`src/rtl/divider_8b.sv`:
```
// divider_8b: 8-bit by 4-bit unsigned restoring divider, one quotient bit per
// clock, MSB first. A request is taken in IDLE or DONE, eight iterations run in
// RUN, and the result is presented with a one-cycle done pulse in DONE.
// Optional feature macro: DIV_ZERO_DETECT_EN (divide-by-zero short-cut and dbz flag).
module divider_8b (
    input  logic       clk,
    input  logic       rst_n,
    input  logic       start,
    input  logic [7:0] x,
    input  logic [3:0] y,
    output logic       busy,
    output logic       done,
    output logic [7:0] q,
    output logic [3:0] r,
    output logic       dbz
);

    typedef enum logic [1:0] {IDLE, RUN, DONE} state_t;

    state_t      state_q, state_d;
    logic [7:0]  dvd_q, dvd_d;     // dividend bits shift out, quotient bits shift in
    logic [4:0]  rem_q, rem_d;     // partial remainder
    logic [3:0]  dvs_q, dvs_d;     // latched divisor
    logic [2:0]  cnt_q, cnt_d;     // iteration counter
    logic [7:0]  quo_q, quo_d;     // published quotient
    logic [3:0]  rmd_q, rmd_d;     // published remainder
    logic [4:0]  shifted;
    logic signed [5:0] diff;
    logic        qbit;
    logic [4:0]  rem_next;
    logic [7:0]  dvd_next;
`ifdef DIV_ZERO_DETECT_EN
    logic        dbz_q, dbz_d;
`endif

    // Trial subtraction of the zero-extended divisor; a negative result means restore.
    function automatic logic signed [5:0] trial_sub(input logic [4:0] pr, input logic [3:0] d);
        return $signed({1'b0, pr}) - $signed({2'b00, d});
    endfunction

    // Next-state, iteration datapath and result publication.
    always_comb begin
        state_d  = state_q;
        dvd_d    = dvd_q;
        rem_d    = rem_q;
        dvs_d    = dvs_q;
        cnt_d    = cnt_q;
        quo_d    = quo_q;
        rmd_d    = rmd_q;
`ifdef DIV_ZERO_DETECT_EN
        dbz_d    = dbz_q;
`endif
        shifted  = {rem_q[3:0], dvd_q[7]};
        diff     = trial_sub(shifted, dvs_q);
        qbit     = ~diff[5];
        rem_next = qbit ? diff[4:0] : shifted;
        dvd_next = {dvd_q[6:0], qbit};

        case (state_q)
            IDLE, DONE: begin
                if (start) begin
                    // Accept: latch operands and restart the iteration.
                    state_d = RUN;
                    dvd_d   = x;
                    dvs_d   = y;
                    rem_d   = 5'd0;
                    cnt_d   = 3'd0;
`ifdef DIV_ZERO_DETECT_EN
                    dbz_d   = 1'b0;
`endif
                end else begin
                    state_d = IDLE;
                end
            end
            RUN: begin
`ifdef DIV_ZERO_DETECT_EN
                if (dvs_q == 4'd0) begin
                    state_d = DONE;
                    quo_d   = 8'hFF;
                    rmd_d   = dvd_q[3:0];
                    dbz_d   = 1'b1;
                end else
`endif
                begin
                    dvd_d = dvd_next;
                    rem_d = rem_next;
                    cnt_d = cnt_q + 3'd1;
                    if (cnt_q == 3'd7) begin
                        state_d = DONE;
                        quo_d   = dvd_next;
                        rmd_d   = rem_next[3:0];
                    end
                end
            end
            default: state_d = IDLE;
        endcase
    end

    // State and datapath registers with asynchronous clear.
    always_ff @(posedge clk or negedge rst_n) begin
        if (!rst_n) begin
            state_q <= IDLE;
            dvd_q   <= 8'd0;
            rem_q   <= 5'd0;
            dvs_q   <= 4'd0;
            cnt_q   <= 3'd0;
            quo_q   <= 8'd0;
            rmd_q   <= 4'd0;
`ifdef DIV_ZERO_DETECT_EN
            dbz_q   <= 1'b0;
`endif
        end else begin
            state_q <= state_d;
            dvd_q   <= dvd_d;
            rem_q   <= rem_d;
            dvs_q   <= dvs_d;
            cnt_q   <= cnt_d;
            quo_q   <= quo_d;
            rmd_q   <= rmd_d;
`ifdef DIV_ZERO_DETECT_EN
            dbz_q   <= dbz_d;
`endif
        end
    end

    assign busy = (state_q == RUN);
    assign done = (state_q == DONE);
    assign q    = quo_q;
    assign r    = rmd_q;
`ifdef DIV_ZERO_DETECT_EN
    assign dbz  = dbz_q;
`else
    assign dbz  = 1'b0;
`endif

endmodule

```
`config.mk`:
```
export PLATFORM = sky130hd
export DESIGN_NAME = divider_8b
export DESIGN_NICKNAME = d
export VERILOG_FILES = /design/src/rtl/divider_8b.sv
export SDC_FILE = /design/constraint.sdc
export NUM_CORES = 1
export LEC_CHECK = 0
export ABC_CLOCK_PERIOD_IN_PS = 3300
export CAP_MARGIN = 10
export CORE_ASPECT_RATIO = 0.9
export CORE_UTILIZATION = 45
export CTS_CLUSTER_DIAMETER = 30
export DETAILED_ROUTE_END_ITERATION = 10
export MAX_ROUTING_LAYER = met4
export PLACE_DENSITY = 0.76
export SKIP_LAST_GASP = 1
export SLEW_MARGIN = 10
export SYNTH_ARGS = -nofsm -noshare
export SYNTH_HDL_FRONTEND = slang
export SYNTH_SLANG_ARGS = --single-unit
```
`constraint.sdc`:
```
create_clock -name clk -period 3.3 [get_ports clk]
set_clock_uncertainty 0.1 [all_clocks]
set_input_delay 0.66 -clock clk [delete_from_list [all_inputs] [get_ports clk]]
set_output_delay 0.66 -clock clk [all_outputs]
set_load 0.01 [all_outputs]
```
==> impl_table.tex, run 1 <==
\begin{tabular}{lr}
\hline
Metric & Value \\
\hline
\multicolumn{2}{l}{\textbf{Run status}} \\
\quad Run status & finished, final reports clean \\
\multicolumn{2}{l}{\textbf{CTS}} \\
\quad Root buf cell & sky130\_fd\_sc\_hd\_\_clkbuf\_8 \\
\quad Number of buffers between clock root and the deepest sink & 2 \\
\quad Buffers inserted by post-CTS timing repair & 0 \\
\quad H-tree level count & 2 \\
\quad Resize count post-CTS & 0 \\
\quad Number of buffers added to fix hold violations after cts & 0 \\
\quad Skew-Pair Late Insertion Delay & 0.28 ns \\
\quad Clock edge transition at the registers on the reported setup and hold paths & 0.07 ns \\
\quad Number of buffers created by CTS & 5 \\
\quad Sinks on Clock Net & 33 \\
\quad CTS tree & built \\
\multicolumn{2}{l}{\textbf{Yosys}} \\
\quad Proportion of register bits with asynchronous set or reset after synthesis & 1.00 \\
\quad Register bit count reported by yosys & 33 \\
\quad Share of the yosys chip area belonging to registers & 0.533 \\
\quad Syn\_nets & 178 \\
\quad Count of flip-flops with a built-in enable after synthesis & 0 \\
\quad Synth Area per Inst & 9.94 sq um \\
\quad Leading register cell type out of synthesis & sky130\_fd\_sc\_hd\_\_dfrtp\_1 \\
\quad Synth warnings & 0 \\
\quad Post-synthesis cell type count & 35 \\
\quad Cell area after synthesis & 1550 sq um \\
\quad Number of standard cells after synthesis & 156 \\
\multicolumn{2}{l}{\textbf{Drt}} \\
\quad DR vias/cell & 5.43 \\
\quad Post-DRT Antenna Nets & 0 \\
\quad Violation count after the first detailed-route iteration & 34 \\
\quad Final wirelength & 3350 um \\
\quad Detail-routed net length per standard cell & 14.6 um \\
\quad Total iterations of the first detailed-routing run & 4 \\
\quad Total via count after detailed routing & 1243 \\
\quad DRC & 0 \\
\multicolumn{2}{l}{\textbf{Place}} \\
\quad Dpl hpwl & 2350 um \\
\quad Number of buffers added on ports & 28 \\
\quad Place WS & 0.913 ns \\
\quad Gp weighted congestion & 0.847 \\
\multicolumn{2}{l}{\textbf{Final layout}} \\
\quad Most common cell after layout, fill and taps aside & sky130\_fd\_sc\_hd\_\_nand2\_1 \\
\quad Syn-to-layout area delta & 26.5\% \\
\quad Ratio of cells with drive above 1 in the final layout & 0.0802 \\
\quad Final-stage net count & 208 \\
\quad Most frequent cells in the layout & sky130\_fd\_sc\_hd\_\_nand2\_1, sky130\_fd\_sc\_hd\_\_dfrtp\_1, sky130\_fd\_sc\_hd\_\_clkdlybuf4s50\_1 \\
\quad \# diodes & 0 \\
\multicolumn{2}{l}{\textbf{STA}} \\
\quad Total count of hold-check failures in the final report & 0 \\
\quad Final Slew Violations & 0 \\
\quad Unrepaired setup endpoints after global routing & false \\
\quad Final period utilization & 0.781 \\
\quad Total negative setup slack & 0 ns \\
\quad Final worst path period need & 2.58 ns \\
\quad Slew at the pin closest to its max-slew limit & 0.753 ns \\
\quad Final setup margin & 0.721 ns \\
\quad Max-slew headroom at the worst pin & 0.494 \\
\quad Maximum clock rate & 388 MHz \\
\quad Final-report setup violation count & 0 \\
\multicolumn{2}{l}{\textbf{Power and ir drop}} \\
\quad Max rail drop VDD & 0.000463 V \\
\quad Pwr dens & 1060 nW/um\^{}2 \\
\quad Static Leak & 0.875 nW \\
\multicolumn{2}{l}{\textbf{Global route}} \\
\quad Via count of the first global-routing pass & 1191 \\
\quad Aggregate global routing overflow & 0 \\
\quad Wire length of the first global-routing pass & 5520 um \\
\quad Aggregate global-route resource usage & 0.212 \\
\quad Number of antenna violations at the first check in global routing & 0 \\
\quad Largest net degree at the start of global routing & 34 \\
\multicolumn{2}{l}{\textbf{Flow run}} \\
\quad Number of violations of the max-capacitance limit & 0 \\
\multicolumn{2}{l}{\textbf{Worst setup path}} \\
\quad Number of cells on the worst reg-to-reg path & 5 \\
\quad End point of the critical path & busy \\
\quad Category of the worst setup path launch point & register \\
\quad Worst EP arrival & 1.82 ns \\
\quad Buffers and inverters on the worst path & 2 \\
\quad Endpoint class of the critical path & output port \\
\quad CP peak stage delay & 0.61 ns \\
\quad Worst setup path startpoint & state\_q[1] \\
\quad Worst-path maximum fanout & 24 \\
\quad Critical path class & reg2out \\
\quad Crit-path cells & nand2b\_1 -> inv\_2 -> clkdlybuf4s50\_1 \\
\quad Source of the worst register-to-register timing path & rem\_q[0] \\
\quad CP max stage cell & sky130\_fd\_sc\_hd\_\_clkdlybuf4s50\_1 \\
\quad Stages on the worst setup path & 3 \\
\quad Flop2flop setup slack & 1.22 ns \\
\quad Largest delay share family, worst path & buffers and inverters \\
\quad R2R Path End & r[0] \\
\quad Data required time at the worst endpoint & 2.54 ns \\
\multicolumn{2}{l}{\textbf{Die}} \\
\quad Effective utilization at floorplan & 0.490 \\
\quad Number of top-level pins & 30 \\
\quad Area inside the core boundary & 3160 sq um \\
\quad Number of standard-cell rows in the floorplan & 19 \\
\quad Die area & 3680 sq um \\
\quad Die height & 57.7 um \\
\quad Die extent in x & 63.9 um \\
\multicolumn{2}{l}{\textbf{Min path}} \\
\quad Path category of the worst min-delay check & reg2reg \\
\hline
\end{tabular}
Yosys cell counts (all sizes together), types with 2 or more instances:
cell | instances | area, sq um
nand2 | 45 | 171
dfrtp | 33 | 826
o21ai | 15 | 75.1
inv | 7 | 26.3
buf | 6 | 35.0
ha | 6 | 75.1
mux2i | 6 | 60.1
nand4 | 6 | 37.5
nor2 | 3 | 11.3
nor2b | 3 | 18.8
o211ai | 3 | 22.5
o311ai | 3 | 26.3
a22o | 2 | 17.5
nor3 | 2 | 21.3
power by group:
group	internal, W	total, W	switching (W)
clock network	0.000188	0.000332	0.000144
registers	0.000608	0.000742	0.000134
logic	0.000452	0.00101	0.000559
worst register-to-register path: stages (launching register included):
cell and delay [ns]:
sky130_fd_sc_hd__dfrtp_1 0.45, sky130_fd_sc_hd__ha_1 0.32, sky130_fd_sc_hd__nor2b_1 0.16, sky130_fd_sc_hd__o31ai_1 0.62
sky130_fd_sc_hd__nand4_1 0.16, sky130_fd_sc_hd__o311ai_0 0.15
stage by stage:
step                      cells   util  instance area [sq um]  hold WS, ns  power [W]
after floorplan             156      -                   1550        0.264    0.00138
after global placement      221  0.588                   1860        0.357    0.00169
after detailed placement    221  0.588                   1860        0.364    0.00175
after CTS                   229  0.620                   1960        0.380    0.00208
after global routing        229  0.620                   1960        0.398    0.00224
final                       229  0.620                   1960        0.373    0.00208
logic make-up (layout without fill, tap and decap cells):
| family | after synthesis | after routing | share of synthesized area |
|---|---|---|---|
| buf+inv | 14 | 45 | 0.0420 |
| simple gates | 63 | 63 | 0.185 |
| mux | 7 | 7 | 0.0460 |
| compound gates | 30 | 30 | 0.125 |
| fa+ha+maj | 7 | 7 | 0.0613 |
| xor+xnor | 1 | 1 | 0.00565 |
| other cells | 1 | 1 | 0.00242 |
| flops | 33 | 33 | 0.533 |
per-layer routing:
layer	GRT usage	wire, um	share of wire
met3	0.0748	219	0.065
met2	0.302	1580	0.47
met5	-	0	0
met4	0.0649	8	0.0024
met1	0.284	1540	0.46
cell type report:
type / instances / area (sq um)
multi-input combinational: 109 / 659
fill: 264 / 1200
tap: 42 / 52.6
clock buffer: 7 / 96.3
timing repair buffer: 30 / 295
clock inverter: 1 / 5.00
sequential: 33 / 826
inverter: 7 / 26.3
flip-flops by register name (all words and copies together), names as in the netlist:
| signal | count |
|---|---|
| rem_q | 4 |
| dvd_q | 8 |
| r | 4 |
| q | 8 |
| state_q | 2 |
| cnt_q | 3 |
| dvs_q | 4 |
worst min path at each step:
| stage | startpoint | end | depth (start not counted) |
|---|---|---|---|
| after floorplan | rst_n | cnt_q[0] | 0 |
| after global placement | q[2] | q[2] | 2 |
| after detailed placement | q[5] | q[5] | 2 |
| after CTS | q[5] | q[5] | 2 |
| after global routing | q[6] | q[6] | 2 |
| final | q[5] | q[5] | 2 |
Note: power is estimated with default switching activity, not from simulation.
==> run 2, diff against run 1 <==
Settings changed: ABC_CLOCK_PERIOD_IN_PS 3300 to 2200, PLACE_DENSITY 0.76 to 0.79.
Clock period 3.3 ns to 2.2 ns, I/O delays scaled along.
==> impl_table.tex, run 2 (synthesized netlist as in run 1, its figures left out) <==
\begin{tabular}{lr}
\hline
Metric & Value \\
\hline
\multicolumn{2}{l}{\textbf{Run status}} \\
\quad Run status & finished, final reports clean (unchanged) \\
\multicolumn{2}{l}{\textbf{STA}} \\
\quad Unrepaired setup endpoints after global routing & false (unchanged) \\
\quad Final-report setup violation count & 0 (unchanged) \\
\quad Total count of hold-check failures in the final report & 0 (unchanged) \\
\quad Max-slew headroom at the worst pin & 0.603 (was 0.494) \\
\quad Final period utilization & 0.953 \\
\quad Final worst path period need & 2.10 ns \\
\quad Maximum clock rate & 477 MHz \\
\quad Slew at the pin closest to its max-slew limit & 0.593 ns (was 0.753 ns) \\
\quad Final Slew Violations & 0 (unchanged) \\
\quad Final setup margin & 0.102 ns (was 0.721 ns) \\
\quad Total negative setup slack & 0 ns (unchanged) \\
\multicolumn{2}{l}{\textbf{Die}} \\
\quad Number of standard-cell rows in the floorplan & 19 (unchanged) \\
\quad Die height & 57.7 um (unchanged) \\
\quad Effective utilization at floorplan & 0.490 (unchanged) \\
\quad Die extent in x & 63.9 um (unchanged) \\
\quad Die area & 3680 sq um (unchanged) \\
\quad Area inside the core boundary & 3160 sq um (unchanged) \\
\quad Number of top-level pins & 30 (unchanged) \\
\multicolumn{2}{l}{\textbf{CTS}} \\
\quad Number of buffers between clock root and the deepest sink & 2 (unchanged) \\
\quad Sinks on Clock Net & 33 (unchanged) \\
\quad Number of buffers added to fix hold violations after cts & 0 (unchanged) \\
\quad Root buf cell & sky130\_fd\_sc\_hd\_\_clkbuf\_8 (unchanged) \\
\quad H-tree level count & 2 (unchanged) \\
\quad CTS tree & built (unchanged) \\
\quad Clock edge transition at the registers on the reported setup and hold paths & 0.06 ns (was 0.07 ns) \\
\quad Number of buffers created by CTS & 5 (unchanged) \\
\quad Skew-Pair Late Insertion Delay & 0.28 ns (about the same) \\
\multicolumn{2}{l}{\textbf{Worst setup path}} \\
\quad Endpoint class of the critical path & output port (unchanged) \\
\quad Category of the worst setup path launch point & register (unchanged) \\
\quad Source of the worst register-to-register timing path & rem\_q[0] (unchanged) \\
\quad Number of cells on the worst reg-to-reg path & 5 (unchanged) \\
\quad Critical path class & reg2out (unchanged) \\
\quad Worst-path maximum fanout & 6 (was 24) \\
\quad Data required time at the worst endpoint & 1.66 ns (was 2.54 ns) \\
\quad Worst setup path startpoint & state\_q[1] (unchanged) \\
\quad Worst EP arrival & 1.56 ns (was 1.82 ns) \\
\multicolumn{2}{l}{\textbf{Power and ir drop}} \\
\quad Pwr dens & 1590 nW/um\^{}2 (was 1060 nW/um\^{}2) \\
\quad Max rail drop VDD & 0.000683 V (was 0.000463 V) \\
\quad Static Leak & 0.883 nW (was 0.875 nW) \\
\multicolumn{2}{l}{\textbf{Global route}} \\
\quad Number of antenna violations at the first check in global routing & 0 (unchanged) \\
\quad Aggregate global routing overflow & 0 (unchanged) \\
\quad Via count of the first global-routing pass & 1257 (was 1191) \\
\quad Aggregate global-route resource usage & 0.219 (was 0.212) \\
\quad Largest net degree at the start of global routing & 34 (unchanged) \\
\quad Wire length of the first global-routing pass & 5800 um (was 5520 um) \\
\multicolumn{2}{l}{\textbf{Place}} \\
\quad Number of buffers added on ports & 28 (unchanged) \\
\quad Place WS & 0.243 ns (was 0.913 ns) \\
\quad Gp weighted congestion & 0.913 (was 0.847) \\
\quad Dpl hpwl & 2530 um (was 2350 um) \\
\multicolumn{2}{l}{\textbf{Drt}} \\
\quad Detail-routed net length per standard cell & 15.0 um (was 14.6 um) \\
\quad Violation count after the first detailed-route iteration & 48 (was 34) \\
\quad Total via count after detailed routing & 1262 (was 1243) \\
\quad DR vias/cell & 5.44 (was 5.43) \\
\quad Total iterations of the first detailed-routing run & 4 (unchanged) \\
\quad DRC & 0 (unchanged) \\
\quad Post-DRT Antenna Nets & 0 (unchanged) \\
\quad Final wirelength & 3480 um (was 3350 um) \\
\multicolumn{2}{l}{\textbf{Final layout}} \\
\quad Flip-flop and latch area & 826 sq um (unchanged) \\
\quad Most frequent cells in the layout & sky130\_fd\_sc\_hd\_\_nand2\_1, sky130\_fd\_sc\_hd\_\_dfrtp\_1, sky130\_fd\_sc\_hd\_\_clkdlybuf4s50\_1 (unchanged) \\
\quad \# diodes & 0 (unchanged) \\
\quad Number of filler instances in the final layout & 271 (was 264) \\
\quad Ratio of cells with drive above 1 in the final layout & 0.0947 (was 0.0802) \\
\quad Footprint of the multi-input gates & 662 sq um (was 659 sq um) \\
\quad Final-stage net count & 212 (was 208) \\
\quad Most common cell after layout, fill and taps aside & sky130\_fd\_sc\_hd\_\_nand2\_1 (unchanged) \\
\quad Syn-to-layout area delta & 27.6\% (was 26.5\%) \\
\multicolumn{2}{l}{\textbf{Min path}} \\
\quad Launch point of the worst hold path & q[2] (was q[5]) \\
\quad Path category of the worst min-delay check & reg2reg (unchanged) \\
\quad Hold path cells & 2 (unchanged) \\
\multicolumn{2}{l}{\textbf{Flow run}} \\
\quad Number of violations of the max-capacitance limit & 0 (unchanged) \\
\hline
\end{tabular}
run 2: metrics by stage:
step           area, sq um  std cells  hold WS [ns]  power [W]  utilization
6_report              1980        232         0.375    0.00315        0.626
5_1_grt               1980        232         0.401    0.00339        0.626
3_3_place_gp          1890        225         0.357    0.00259        0.598
4_1_cts               1980        232         0.378    0.00315        0.625
3_5_place_dp          1890        225         0.362    0.00268        0.598
2_1_floorplan         1550        156        0.0444    0.00207            -
run 2: cell type report:
type	count	share of cell area
flip-flops and latches	33	0.417
well taps	42	0.0266
repair buffers	34	0.164
inverters	7	0.0133
multi-input cells	109	0.335
clock buffers	7	0.0436
run 2: worst paths after layout:
| path | slack (ns) | end |
|---|---|---|
| worst max-delay path | 0.10 | busy |
| max in group asynchronous | 1.25 | q[5] |
| worst min register to register | 0.38 | q[2] |
| min in group asynchronous | 0.45 | rem_q[1] |
| worst min-delay path | 0.38 | q[2] |
| worst max register to register | 0.27 | r[0] |
run 2: layer usage:
metal	GRT usage	up-vias	routed length, um
met5	-	-	0
met4	0.123	0	113
met3	0.0453	12	213
met2	0.321	45	1640
met1	0.286	602	1520
li1	-	603	-
run 2: what timing repair did:
| item | in CTS | in global routing |
|---|---|---|
| setup endpoints to repair | 0 | 1 |
| gates resized for setup | 0 | 1 |
| buffers inserted | 0 | 0 |
run 2: critical path, stage by stage, from the launching register on:
cell	delay, ns
sky130_fd_sc_hd__dfrtp_1	0.37
sky130_fd_sc_hd__nand2b_2	0.24
sky130_fd_sc_hd__inv_2	0.13
sky130_fd_sc_hd__clkdlybuf4s50_1	0.54
run 2: power breakdown:
part           internal, W  switching (W)
combinational     0.000731       0.000843
sequential        0.000913       0.000206
clock             0.000248       0.000205
